==> config.mk <==
export PLATFORM = sky130hd
export DESIGN_NAME = psum_line_accumulator_flat
export DESIGN_NICKNAME = d
export VERILOG_FILES = /design/src/rtl/psum_line_accumulator_pkg.sv /design/src/rtl/psum_line_accumulator_if.sv /design/src/rtl/psum_line_accumulator_lane.sv /design/src/rtl/psum_line_accumulator.sv /design/src/flat_wrapper.sv
export SDC_FILE = /design/constraint.sdc
export NUM_CORES = 2
export LEC_CHECK = 0
export CAP_MARGIN = 0
export CORE_ASPECT_RATIO = 1.4
export CORE_MARGIN = 3
export CORE_UTILIZATION = 56
export DETAILED_ROUTE_END_ITERATION = 10
export MAX_ROUTING_LAYER = met4
export PLACE_DENSITY = 0.82
export SKIP_LAST_GASP = 1
export SYNTH_ARGS = -nofsm -noshare
export SYNTH_HDL_FRONTEND = slang
export SYNTH_SLANG_ARGS = --single-unit
==> constraint.sdc <==
create_clock -name clk -period 7.4 [get_ports clk]
set_clock_uncertainty 0.15 [all_clocks]
set_input_delay 1.11 -clock clk [delete_from_list [all_inputs] [get_ports clk]]
set_output_delay 1.11 -clock clk [all_outputs]
set_load 0.005 [all_outputs]
==> src/rtl/psum_line_accumulator_pkg.sv <==
// Shared constants, config-field positions and helpers for the psum line accumulator.
package psum_line_accumulator_pkg;

  localparam int BIT_WIDTH_DEF  = 8;
  localparam int ACC_WIDTH_DEF  = 16;
  localparam int NUM_KERNEL_DEF = 4;
  localparam int LINE_DEPTH_DEF = 64;
  localparam int POS_WIDTH_DEF  = 6;
  localparam int REG_WIDTH_DEF  = 32;
  localparam int PASS_WIDTH_DEF = 8;

  // o_err bit positions
  localparam int ERR_DROP  = 0;
  localparam int ERR_CLAMP = 1;

  // config register field positions
  localparam int CTRL_EN_BIT   = 0;
  localparam int OSHAPE_MSB    = 7;
  localparam int OSHAPE_LSB    = 0;
  localparam int NUMPASS_MSB   = 7;
  localparam int NUMPASS_LSB   = 0;

  // Latched per-frame geometry shared by all lanes.
  typedef struct packed {
    logic [POS_WIDTH_DEF-1:0]  w;
    logic [PASS_WIDTH_DEF-1:0] p;
  } frame_cfg_t;

  // Widen a signed psum to accumulator width.
  function automatic logic [ACC_WIDTH_DEF-1:0] sign_extend(input logic [BIT_WIDTH_DEF-1:0] v);
    return {{(ACC_WIDTH_DEF-BIT_WIDTH_DEF){v[BIT_WIDTH_DEF-1]}}, v};
  endfunction

endpackage

==> src/rtl/psum_line_accumulator_if.sv <==
// Psum input streams and accumulated output streams for the four kernel lanes.
interface psum_line_accumulator_if #(
  parameter int BIT_WIDTH = 8,
  parameter int ACC_WIDTH = 16
);
  logic [BIT_WIDTH-1:0] i_psum_kn0;
  logic [BIT_WIDTH-1:0] i_psum_kn1;
  logic [BIT_WIDTH-1:0] i_psum_kn2;
  logic [BIT_WIDTH-1:0] i_psum_kn3;
  logic                 i_psum_kn0_val;
  logic                 i_psum_kn1_val;
  logic                 i_psum_kn2_val;
  logic                 i_psum_kn3_val;
  logic [ACC_WIDTH-1:0] o_acc_kn0;
  logic [ACC_WIDTH-1:0] o_acc_kn1;
  logic [ACC_WIDTH-1:0] o_acc_kn2;
  logic [ACC_WIDTH-1:0] o_acc_kn3;
  logic                 o_acc_kn0_val;
  logic                 o_acc_kn1_val;
  logic                 o_acc_kn2_val;
  logic                 o_acc_kn3_val;

  modport master (
    output i_psum_kn0, i_psum_kn1, i_psum_kn2, i_psum_kn3,
    output i_psum_kn0_val, i_psum_kn1_val, i_psum_kn2_val, i_psum_kn3_val,
    input  o_acc_kn0, o_acc_kn1, o_acc_kn2, o_acc_kn3,
    input  o_acc_kn0_val, o_acc_kn1_val, o_acc_kn2_val, o_acc_kn3_val
  );

  modport slave (
    input  i_psum_kn0, i_psum_kn1, i_psum_kn2, i_psum_kn3,
    input  i_psum_kn0_val, i_psum_kn1_val, i_psum_kn2_val, i_psum_kn3_val,
    output o_acc_kn0, o_acc_kn1, o_acc_kn2, o_acc_kn3,
    output o_acc_kn0_val, o_acc_kn1_val, o_acc_kn2_val, o_acc_kn3_val
  );
endinterface

==> src/rtl/psum_line_accumulator_lane.sv <==
// One kernel lane: line memory, position/pass counters, adder, output register
// and the frame-finished flag. Lanes run independently of each other.
module psum_lane_accumulator
  import psum_line_accumulator_pkg::*;
#(
  parameter int BIT_WIDTH  = BIT_WIDTH_DEF,
  parameter int ACC_WIDTH  = ACC_WIDTH_DEF,
  parameter int LINE_DEPTH = LINE_DEPTH_DEF,
  parameter int POS_WIDTH  = POS_WIDTH_DEF,
  parameter int PASS_WIDTH = PASS_WIDTH_DEF
) (
  input  logic                  clk,
  input  logic                  rst,
  input  logic                  en,
  input  logic [BIT_WIDTH-1:0]  psum,
  input  logic                  psum_val,
  input  logic [POS_WIDTH-1:0]  w,
  input  logic [PASS_WIDTH-1:0] p,
  input  logic                  done_clr,
  output logic [ACC_WIDTH-1:0]  acc,
  output logic                  acc_val,
  output logic                  lane_done,
  output logic                  active
);

  logic [ACC_WIDTH-1:0]  mem_r [LINE_DEPTH];
  logic [POS_WIDTH-1:0]  pos_r;
  logic [PASS_WIDTH-1:0] pass_r;
  logic [ACC_WIDTH-1:0]  acc_r;
  logic                  acc_val_r;
  logic                  lane_done_r;

  logic [ACC_WIDTH-1:0]  ext_s;
  logic [ACC_WIDTH-1:0]  rd_s;
  logic [ACC_WIDTH-1:0]  sum_s;
  logic                  last_pos_s;
  logic                  last_pass_s;
  logic [POS_WIDTH-1:0]  pos_nxt_s;
  logic [PASS_WIDTH-1:0] pass_nxt_s;
  logic                  wr_s;
  logic                  finish_s;

  // Adder and counter next-state; the memory read is combinational so a
  // write in one cycle is visible to a psum hitting the same slot next cycle.
  always_comb begin
    ext_s       = sign_extend(psum);
    rd_s        = mem_r[pos_r];
    last_pos_s  = (pos_r == w);
    last_pass_s = (pass_r == p);
    wr_s        = en & psum_val;
    if (pass_r == {PASS_WIDTH{1'b0}}) begin
      sum_s = ext_s;
    end else begin
      sum_s = rd_s + ext_s;
    end
    if (last_pos_s) begin
      pos_nxt_s = {POS_WIDTH{1'b0}};
      if (last_pass_s) begin
        pass_nxt_s = {PASS_WIDTH{1'b0}};
      end else begin
        pass_nxt_s = pass_r + PASS_WIDTH'(1);
      end
    end else begin
      pos_nxt_s  = pos_r + POS_WIDTH'(1);
      pass_nxt_s = pass_r;
    end
    finish_s = wr_s & last_pos_s & last_pass_s;
  end

  // Counters, output register and frame-finished flag; disable acts as a soft clear.
  always_ff @(posedge clk) begin
    if (rst) begin
      pos_r       <= {POS_WIDTH{1'b0}};
      pass_r      <= {PASS_WIDTH{1'b0}};
      acc_r       <= {ACC_WIDTH{1'b0}};
      acc_val_r   <= 1'b0;
      lane_done_r <= 1'b0;
    end else if (!en) begin
      pos_r       <= {POS_WIDTH{1'b0}};
      pass_r      <= {PASS_WIDTH{1'b0}};
      acc_val_r   <= 1'b0;
      lane_done_r <= 1'b0;
    end else begin
      if (wr_s) begin
        pos_r  <= pos_nxt_s;
        pass_r <= pass_nxt_s;
      end
      if (wr_s && last_pass_s) begin
        acc_r <= sum_s;
      end
      acc_val_r <= wr_s & last_pass_s;
      // a new finish wins over the global clear so a fast lane is never lost
      lane_done_r <= finish_s | (lane_done_r & ~done_clr);
    end
  end

  // Line memory write of the running partial sum (contents need no reset).
  always_ff @(posedge clk) begin
    if (wr_s && !rst) begin
      mem_r[pos_r] <= sum_s;
    end
  end

  assign acc       = acc_r;
  assign acc_val   = acc_val_r;
  assign lane_done = lane_done_r;
  assign active    = (pos_r != {POS_WIDTH{1'b0}}) | (pass_r != {PASS_WIDTH{1'b0}});

endmodule

==> src/rtl/psum_line_accumulator.sv <==
// Multi-pass psum accumulator: config latch with width clamp, sticky errors,
// frame-done aggregation and four independent lane accumulators.
module psum_line_accumulator
  import psum_line_accumulator_pkg::*;
#(
  parameter int BIT_WIDTH  = BIT_WIDTH_DEF,
  parameter int ACC_WIDTH  = ACC_WIDTH_DEF,
  parameter int NUM_KERNEL = NUM_KERNEL_DEF,
  parameter int LINE_DEPTH = LINE_DEPTH_DEF,
  parameter int POS_WIDTH  = POS_WIDTH_DEF,
  parameter int REG_WIDTH  = REG_WIDTH_DEF
) (
  input  logic                  clk,
  input  logic                  rst,
  psum_line_accumulator_if.slave bus,
  input  logic [REG_WIDTH-1:0]  i_conf_ctrl,
  input  logic [REG_WIDTH-1:0]  i_conf_outputshape,
  input  logic [REG_WIDTH-1:0]  i_conf_numpass,
  output logic                  o_done,
  output logic                  o_busy,
  output logic [1:0]            o_err
);

  localparam int PASS_WIDTH = PASS_WIDTH_DEF;

  logic                                   en_s;
  logic                                   en_d_r;
  logic                                   rise_s;
  logic [7:0]                             w_raw_s;
  logic                                   clamp_s;
  frame_cfg_t                             cfg_new_s;
  frame_cfg_t                             cfg_r;
  frame_cfg_t                             cfg_s;
  logic [1:0]                             err_r;
  logic [1:0]                             err_set_s;
  logic                                   done_r;
  logic                                   all_done_s;
  logic                                   drop_s;
  logic [NUM_KERNEL-1:0][BIT_WIDTH-1:0]   psum_s;
  logic [NUM_KERNEL-1:0]                  val_s;
  logic [NUM_KERNEL-1:0][ACC_WIDTH-1:0]   acc_s;
  logic [NUM_KERNEL-1:0]                  acc_val_s;
  logic [NUM_KERNEL-1:0]                  lane_done_s;
  logic [NUM_KERNEL-1:0]                  lane_active_s;
  logic                                   unused_cfg_bits;

  assign psum_s = {bus.i_psum_kn3, bus.i_psum_kn2, bus.i_psum_kn1, bus.i_psum_kn0};
  assign val_s  = {bus.i_psum_kn3_val, bus.i_psum_kn2_val, bus.i_psum_kn1_val, bus.i_psum_kn0_val};

  assign bus.o_acc_kn0     = acc_s[0];
  assign bus.o_acc_kn1     = acc_s[1];
  assign bus.o_acc_kn2     = acc_s[2];
  assign bus.o_acc_kn3     = acc_s[3];
  assign bus.o_acc_kn0_val = acc_val_s[0];
  assign bus.o_acc_kn1_val = acc_val_s[1];
  assign bus.o_acc_kn2_val = acc_val_s[2];
  assign bus.o_acc_kn3_val = acc_val_s[3];

  assign unused_cfg_bits = ^{i_conf_ctrl[REG_WIDTH-1:1],
                             i_conf_outputshape[REG_WIDTH-1:8],
                             i_conf_numpass[REG_WIDTH-1:8]};

  // Enable edge detection, width clamp and the geometry the lanes use this
  // cycle (the freshly latched value is forwarded on the enabling cycle).
  always_comb begin
    en_s    = i_conf_ctrl[CTRL_EN_BIT];
    rise_s  = en_s & ~en_d_r;
    w_raw_s = i_conf_outputshape[OSHAPE_MSB:OSHAPE_LSB];
    clamp_s = (w_raw_s > 8'(LINE_DEPTH-1));
    if (clamp_s) begin
      cfg_new_s.w = POS_WIDTH'(LINE_DEPTH-1);
    end else begin
      cfg_new_s.w = w_raw_s[POS_WIDTH-1:0];
    end
    cfg_new_s.p = i_conf_numpass[NUMPASS_MSB:NUMPASS_LSB];
    if (rise_s) begin
      cfg_s = cfg_new_s;
    end else begin
      cfg_s = cfg_r;
    end
    drop_s                = ~en_s & (|val_s);
    err_set_s             = 2'b00;
    err_set_s[ERR_DROP]   = drop_s;
    err_set_s[ERR_CLAMP]  = rise_s & clamp_s;
    all_done_s            = &lane_done_s;
  end

  // Config latch, sticky error flags and frame-done pulse.
  always_ff @(posedge clk) begin
    if (rst) begin
      en_d_r <= 1'b0;
      cfg_r  <= '{w: {POS_WIDTH{1'b0}}, p: {PASS_WIDTH{1'b0}}};
      err_r  <= 2'b00;
      done_r <= 1'b0;
    end else begin
      en_d_r <= en_s;
      if (rise_s) begin
        cfg_r <= cfg_new_s;
      end
      err_r  <= err_r | err_set_s;
      done_r <= en_s & all_done_s;
    end
  end

  for (genvar g = 0; g < NUM_KERNEL; g++) begin : g_lane
    psum_lane_accumulator #(
      .BIT_WIDTH  (BIT_WIDTH),
      .ACC_WIDTH  (ACC_WIDTH),
      .LINE_DEPTH (LINE_DEPTH),
      .POS_WIDTH  (POS_WIDTH),
      .PASS_WIDTH (PASS_WIDTH)
    ) u_lane (
      .clk       (clk),
      .rst       (rst),
      .en        (en_s),
      .psum      (psum_s[g]),
      .psum_val  (val_s[g]),
      .w         (cfg_s.w),
      .p         (cfg_s.p),
      .done_clr  (all_done_s),
      .acc       (acc_s[g]),
      .acc_val   (acc_val_s[g]),
      .lane_done (lane_done_s[g]),
      .active    (lane_active_s[g])
    );
  end

  assign o_done = done_r;
  assign o_busy = en_s & (|(lane_active_s | lane_done_s));
  assign o_err  = err_r;

endmodule

==> src/flat_wrapper.sv <==
// flat-port wrapper written by rule: the top's interface ports become plain ports
module psum_line_accumulator_flat import psum_line_accumulator_pkg::*;
#(
  parameter int BIT_WIDTH  = BIT_WIDTH_DEF,
  parameter int ACC_WIDTH  = ACC_WIDTH_DEF,
  parameter int NUM_KERNEL = NUM_KERNEL_DEF,
  parameter int LINE_DEPTH = LINE_DEPTH_DEF,
  parameter int POS_WIDTH  = POS_WIDTH_DEF,
  parameter int REG_WIDTH  = REG_WIDTH_DEF
)
  (clk, rst, i_conf_ctrl, i_conf_outputshape, i_conf_numpass, o_done, o_busy, o_err, bus_i_psum_kn0, bus_i_psum_kn1, bus_i_psum_kn2, bus_i_psum_kn3, bus_i_psum_kn0_val, bus_i_psum_kn1_val, bus_i_psum_kn2_val, bus_i_psum_kn3_val, bus_o_acc_kn0, bus_o_acc_kn1, bus_o_acc_kn2, bus_o_acc_kn3, bus_o_acc_kn0_val, bus_o_acc_kn1_val, bus_o_acc_kn2_val, bus_o_acc_kn3_val);
  psum_line_accumulator_if #(.BIT_WIDTH(BIT_WIDTH), .ACC_WIDTH(ACC_WIDTH)) bus_i ();
  input  logic clk;
  input  logic rst;
  input  logic [REG_WIDTH-1:0] i_conf_ctrl;
  input  logic [REG_WIDTH-1:0] i_conf_outputshape;
  input  logic [REG_WIDTH-1:0] i_conf_numpass;
  output logic o_done;
  output logic o_busy;
  output logic [1:0] o_err;
  input wire logic [$bits(bus_i.i_psum_kn0)-1:0] bus_i_psum_kn0;
  input wire logic [$bits(bus_i.i_psum_kn1)-1:0] bus_i_psum_kn1;
  input wire logic [$bits(bus_i.i_psum_kn2)-1:0] bus_i_psum_kn2;
  input wire logic [$bits(bus_i.i_psum_kn3)-1:0] bus_i_psum_kn3;
  input wire logic [$bits(bus_i.i_psum_kn0_val)-1:0] bus_i_psum_kn0_val;
  input wire logic [$bits(bus_i.i_psum_kn1_val)-1:0] bus_i_psum_kn1_val;
  input wire logic [$bits(bus_i.i_psum_kn2_val)-1:0] bus_i_psum_kn2_val;
  input wire logic [$bits(bus_i.i_psum_kn3_val)-1:0] bus_i_psum_kn3_val;
  output wire logic [$bits(bus_i.o_acc_kn0)-1:0] bus_o_acc_kn0;
  output wire logic [$bits(bus_i.o_acc_kn1)-1:0] bus_o_acc_kn1;
  output wire logic [$bits(bus_i.o_acc_kn2)-1:0] bus_o_acc_kn2;
  output wire logic [$bits(bus_i.o_acc_kn3)-1:0] bus_o_acc_kn3;
  output wire logic [$bits(bus_i.o_acc_kn0_val)-1:0] bus_o_acc_kn0_val;
  output wire logic [$bits(bus_i.o_acc_kn1_val)-1:0] bus_o_acc_kn1_val;
  output wire logic [$bits(bus_i.o_acc_kn2_val)-1:0] bus_o_acc_kn2_val;
  output wire logic [$bits(bus_i.o_acc_kn3_val)-1:0] bus_o_acc_kn3_val;
  assign bus_i.i_psum_kn0 = bus_i_psum_kn0;
  assign bus_i.i_psum_kn1 = bus_i_psum_kn1;
  assign bus_i.i_psum_kn2 = bus_i_psum_kn2;
  assign bus_i.i_psum_kn3 = bus_i_psum_kn3;
  assign bus_i.i_psum_kn0_val = bus_i_psum_kn0_val;
  assign bus_i.i_psum_kn1_val = bus_i_psum_kn1_val;
  assign bus_i.i_psum_kn2_val = bus_i_psum_kn2_val;
  assign bus_i.i_psum_kn3_val = bus_i_psum_kn3_val;
  assign bus_o_acc_kn0 = bus_i.o_acc_kn0;
  assign bus_o_acc_kn1 = bus_i.o_acc_kn1;
  assign bus_o_acc_kn2 = bus_i.o_acc_kn2;
  assign bus_o_acc_kn3 = bus_i.o_acc_kn3;
  assign bus_o_acc_kn0_val = bus_i.o_acc_kn0_val;
  assign bus_o_acc_kn1_val = bus_i.o_acc_kn1_val;
  assign bus_o_acc_kn2_val = bus_i.o_acc_kn2_val;
  assign bus_o_acc_kn3_val = bus_i.o_acc_kn3_val;
  psum_line_accumulator #(.BIT_WIDTH(BIT_WIDTH), .ACC_WIDTH(ACC_WIDTH), .NUM_KERNEL(NUM_KERNEL), .LINE_DEPTH(LINE_DEPTH), .POS_WIDTH(POS_WIDTH), .REG_WIDTH(REG_WIDTH)) u_core (.clk(clk), .rst(rst), .bus(bus_i), .i_conf_ctrl(i_conf_ctrl), .i_conf_outputshape(i_conf_outputshape), .i_conf_numpass(i_conf_numpass), .o_done(o_done), .o_busy(o_busy), .o_err(o_err));
endmodule
==> flow_summary.yaml <==
critical_path:
  cp-end-kind: "register"
  required_ns: 7.83
  cp_max_fo: 64
  startpoint_type: "register"
  critPathArrivalTime_ns: 7.06
  crit_type: "reg -> reg"
synthesis:
  syn_avg_cell_area_um2: 22.4
  synthArstFlopShare_pct: 0
  ys_warn_count: 0
  synth_fp_nets: 7661
  synth-seq-cells: 4266
  synth_enable_flop_cells: 4096
  synth_top_area_share_pct: 73.8
  synth.area.top_cells: "edfxtp_1 (74%), mux4_2 (18%), dfxtp_1 (2.0%)"
  ys.flop_type: "edfxtp_1"
  yosysTopAreaCell: "edfxtp_1"
  synth.cell_area_um2: 167000
  yosysSeqAreaShare_pct: 75.8
  synth.distinct_cells: 79
  syn_inst: 7447
grt:
  grt_usage_pct: 29.4
  grt_max_degree: 66
  grt_first_pass_wirelength_mm: 622
  overflow: 0
  antenna_found_initial: 15
  grt_pass1_vias: 87100
clock_tree:
  clkLatencyLatePin_ns: 0.92
  clk_pin_slew_ns: 0.06
  cts_tree: "done"
  cts-htree-levels: 5
  cts_max_path_buffers: 4
  clock-root-buffer: "clkbuf_16"
  cts.sinks: 4266
  cts_setup_buffers: 0
  cts_hold_buf: 0
  cts_resized: 0
  numCtsBuffers: 385
die:
  io_pins: 206
  rows: 236
  initial_core_util_pct: 56.3
  dieArea_um2: 304000
  die_x_um: 467
  core-area_um2: 296000
  die_y_um: 652
placed_design:
  place_congestion: 0.881
  place_area_um2: 176000
  place_ws_ns: 1.05
  io_buffers: 126
  dpl.hpwl_mm: 246
routing:
  drt-pass1-iter-count: 8
  wirelength_mm: 432
  num_vias: 84000
  drt_iter0_markers: 12300
  antenna_left: 0
  via_per_inst: 6.83
  wl_per_cell_um: 35.1
  drc_errors: 0
finish:
  final_common_cell: "edfxtp_1"
  design_area_um2: 188000
  drive_gt1_share_pct: 29.8
  regArea_um2: 126000
  multi_input_area_um2: 38900
  area_growth_pct: 13.0
  fillers: 18100
  fin_util_pct: 63.7
  fin_nets: 8263
  final_cell_mix: "edfxtp_1 (4096), mux4_2 (1324), nor2_1 (463)"
sta:
  tightest_slew_ns: 1.36
  rsz0062_at_grt: "false"
  max_freq_mhz: 151
  hold_viol_final: 0
  final.setup.tns_ns: 0
  slew_headroom_pct: 9.32
  period_share_pct: 89.6
  fin_crit_ns: 6.63
  fin_ws_ns: 0.773
  slew_violations: 0
  finalSetupViolCount: 0
outcome:
  status: "finished, final reports clean"
job:
  drv_cap: 0
hold_path:
  hp-start: "u_core.o_err[1]"
  hold_class: "reg -> reg"
pwr:
  p_leak_uw: 0.0573
  peakVddDrop_mv: 0.219
  power.density_nw_per_um2: 256
[synth_stat cells (11+ instances only)]
master	n
nand4_1	17
nand2b_1	31
buf_2	94
and2_1	16
nand3_1	48
dfxtp_1	170
inv_1	57
clkbuf_1	217
nor4_1	12
mux2i_1	48
nor2_1	469
edfxtp_1	4096
nor3_1	46
xnor2_1	114
xor2_1	26
a311oi_1	11
buf_4	12
a211oi_1	14
buf_6	15
nor2b_1	22
nand2_1	152
or3_1	17
ha_1	76
buf_1	46
a21oi_1	65
o21ai_0	64
mux4_2	1324
[critical path, cell delays in order (launching register included)]
cell,delay [ns]
dfxtp_4,0.81
buf_4,0.52
mux4_2,0.42
mux4_2,0.59
mux4_2,0.56
ha_1,0.32
a211oi_1,0.47
o21ai_0,0.22
and2_1,0.25
a211oi_1,0.43
nor4_1,0.09
nand2b_1,0.18
xnor2_1,0.62
clkinv_1,0.18
buf_4,0.34
[state kept, by name, summed over array words and instances (netlist names), named ones only]
name                            cells
u_core.g_lane.u_lane.acc           64
u_core.en_d_r                       1
u_core.g_lane.u_lane.mem_r       4096
u_core.g_lane.u_lane.lane_done      4
u_core.g_lane.u_lane.acc_val        4
u_core.o_err                        2
u_core.o_done                       1
u_core.cfg_r                       14
u_core.g_lane.u_lane.pos_r         24
u_core.g_lane.u_lane.pass_r        32
[routing by layer]
metal	part of all wire (%)	global-route usage, %	vias to the layer above
li1	-	-	32500
met4	6.5	15.6	0
met1	32	35.4	43500
met5	0	-	-
met3	11	6.21	1552
met2	50	47.2	6461
[layout make-up]
| class | instances | area share, % |
|---|---|---|
| repair buffers | 600 | 2.81 |
| diodes | 10 | 0.0133 |
| multi-input cells | 2738 | 20.7 |
| inverters | 58 | 0.117 |
| clock inverters | 234 | 1.23 |
| clock buffers | 470 | 5.46 |
| well taps | 3927 | 2.61 |
| flip-flops and latches | 4266 | 67.1 |
[cell families after synthesis]
| kind of cell | synth area share, % |
|---|---|
| flip-flops | 75.8 |
| multiplexers | 18.2 |
| AND/OR/NAND/NOR | 2.41 |
| buffers and inverters | 1.17 |
| AO/OA/AOI/OAI | 1.02 |
| XOR/XNOR | 0.735 |
| adder cells (fa/ha/maj) | 0.618 |
[metrics by stage]
| stage | power [uW] | std cells | hold WS [ns] |
|---|---|---|---|
| 3_3_place_gp | 28400 | 11600 | 0.297 |
| 6_report | 48200 | 12300 | 0.309 |
| 2_1_floorplan | 28000 | 7447 | 0.292 |
| 4_1_cts | 48300 | 12300 | 0.312 |
| 3_5_place_dp | 28500 | 11600 | 0.299 |
| 5_1_grt | 49200 | 12300 | 0.331 |
[power breakdown]
| part | internal (uW) | total [uW] | switching [uW] |
|---|---|---|---|
| clock network | 11400 | 20200 | 8800 |
| logic | 564 | 1550 | 986 |
| registers | 26500 | 26500 | 29.1 |
[path summary, 6_finish.rpt]
kind / end / slack (ns) / cells past startpoint
hold reg to reg: u_core.o_err[1] / 0.31 / 2
setup reg to reg: u_core.g_lane[2].u_lane.mem_r[57][15] / 0.77 / 14
setup / recovery: u_core.g_lane[2].u_lane.mem_r[57][15] / 0.77 / 14
hold / removal: u_core.o_err[1] / 0.31 / 2
Note: power is estimated with default switching activity, not from simulation.
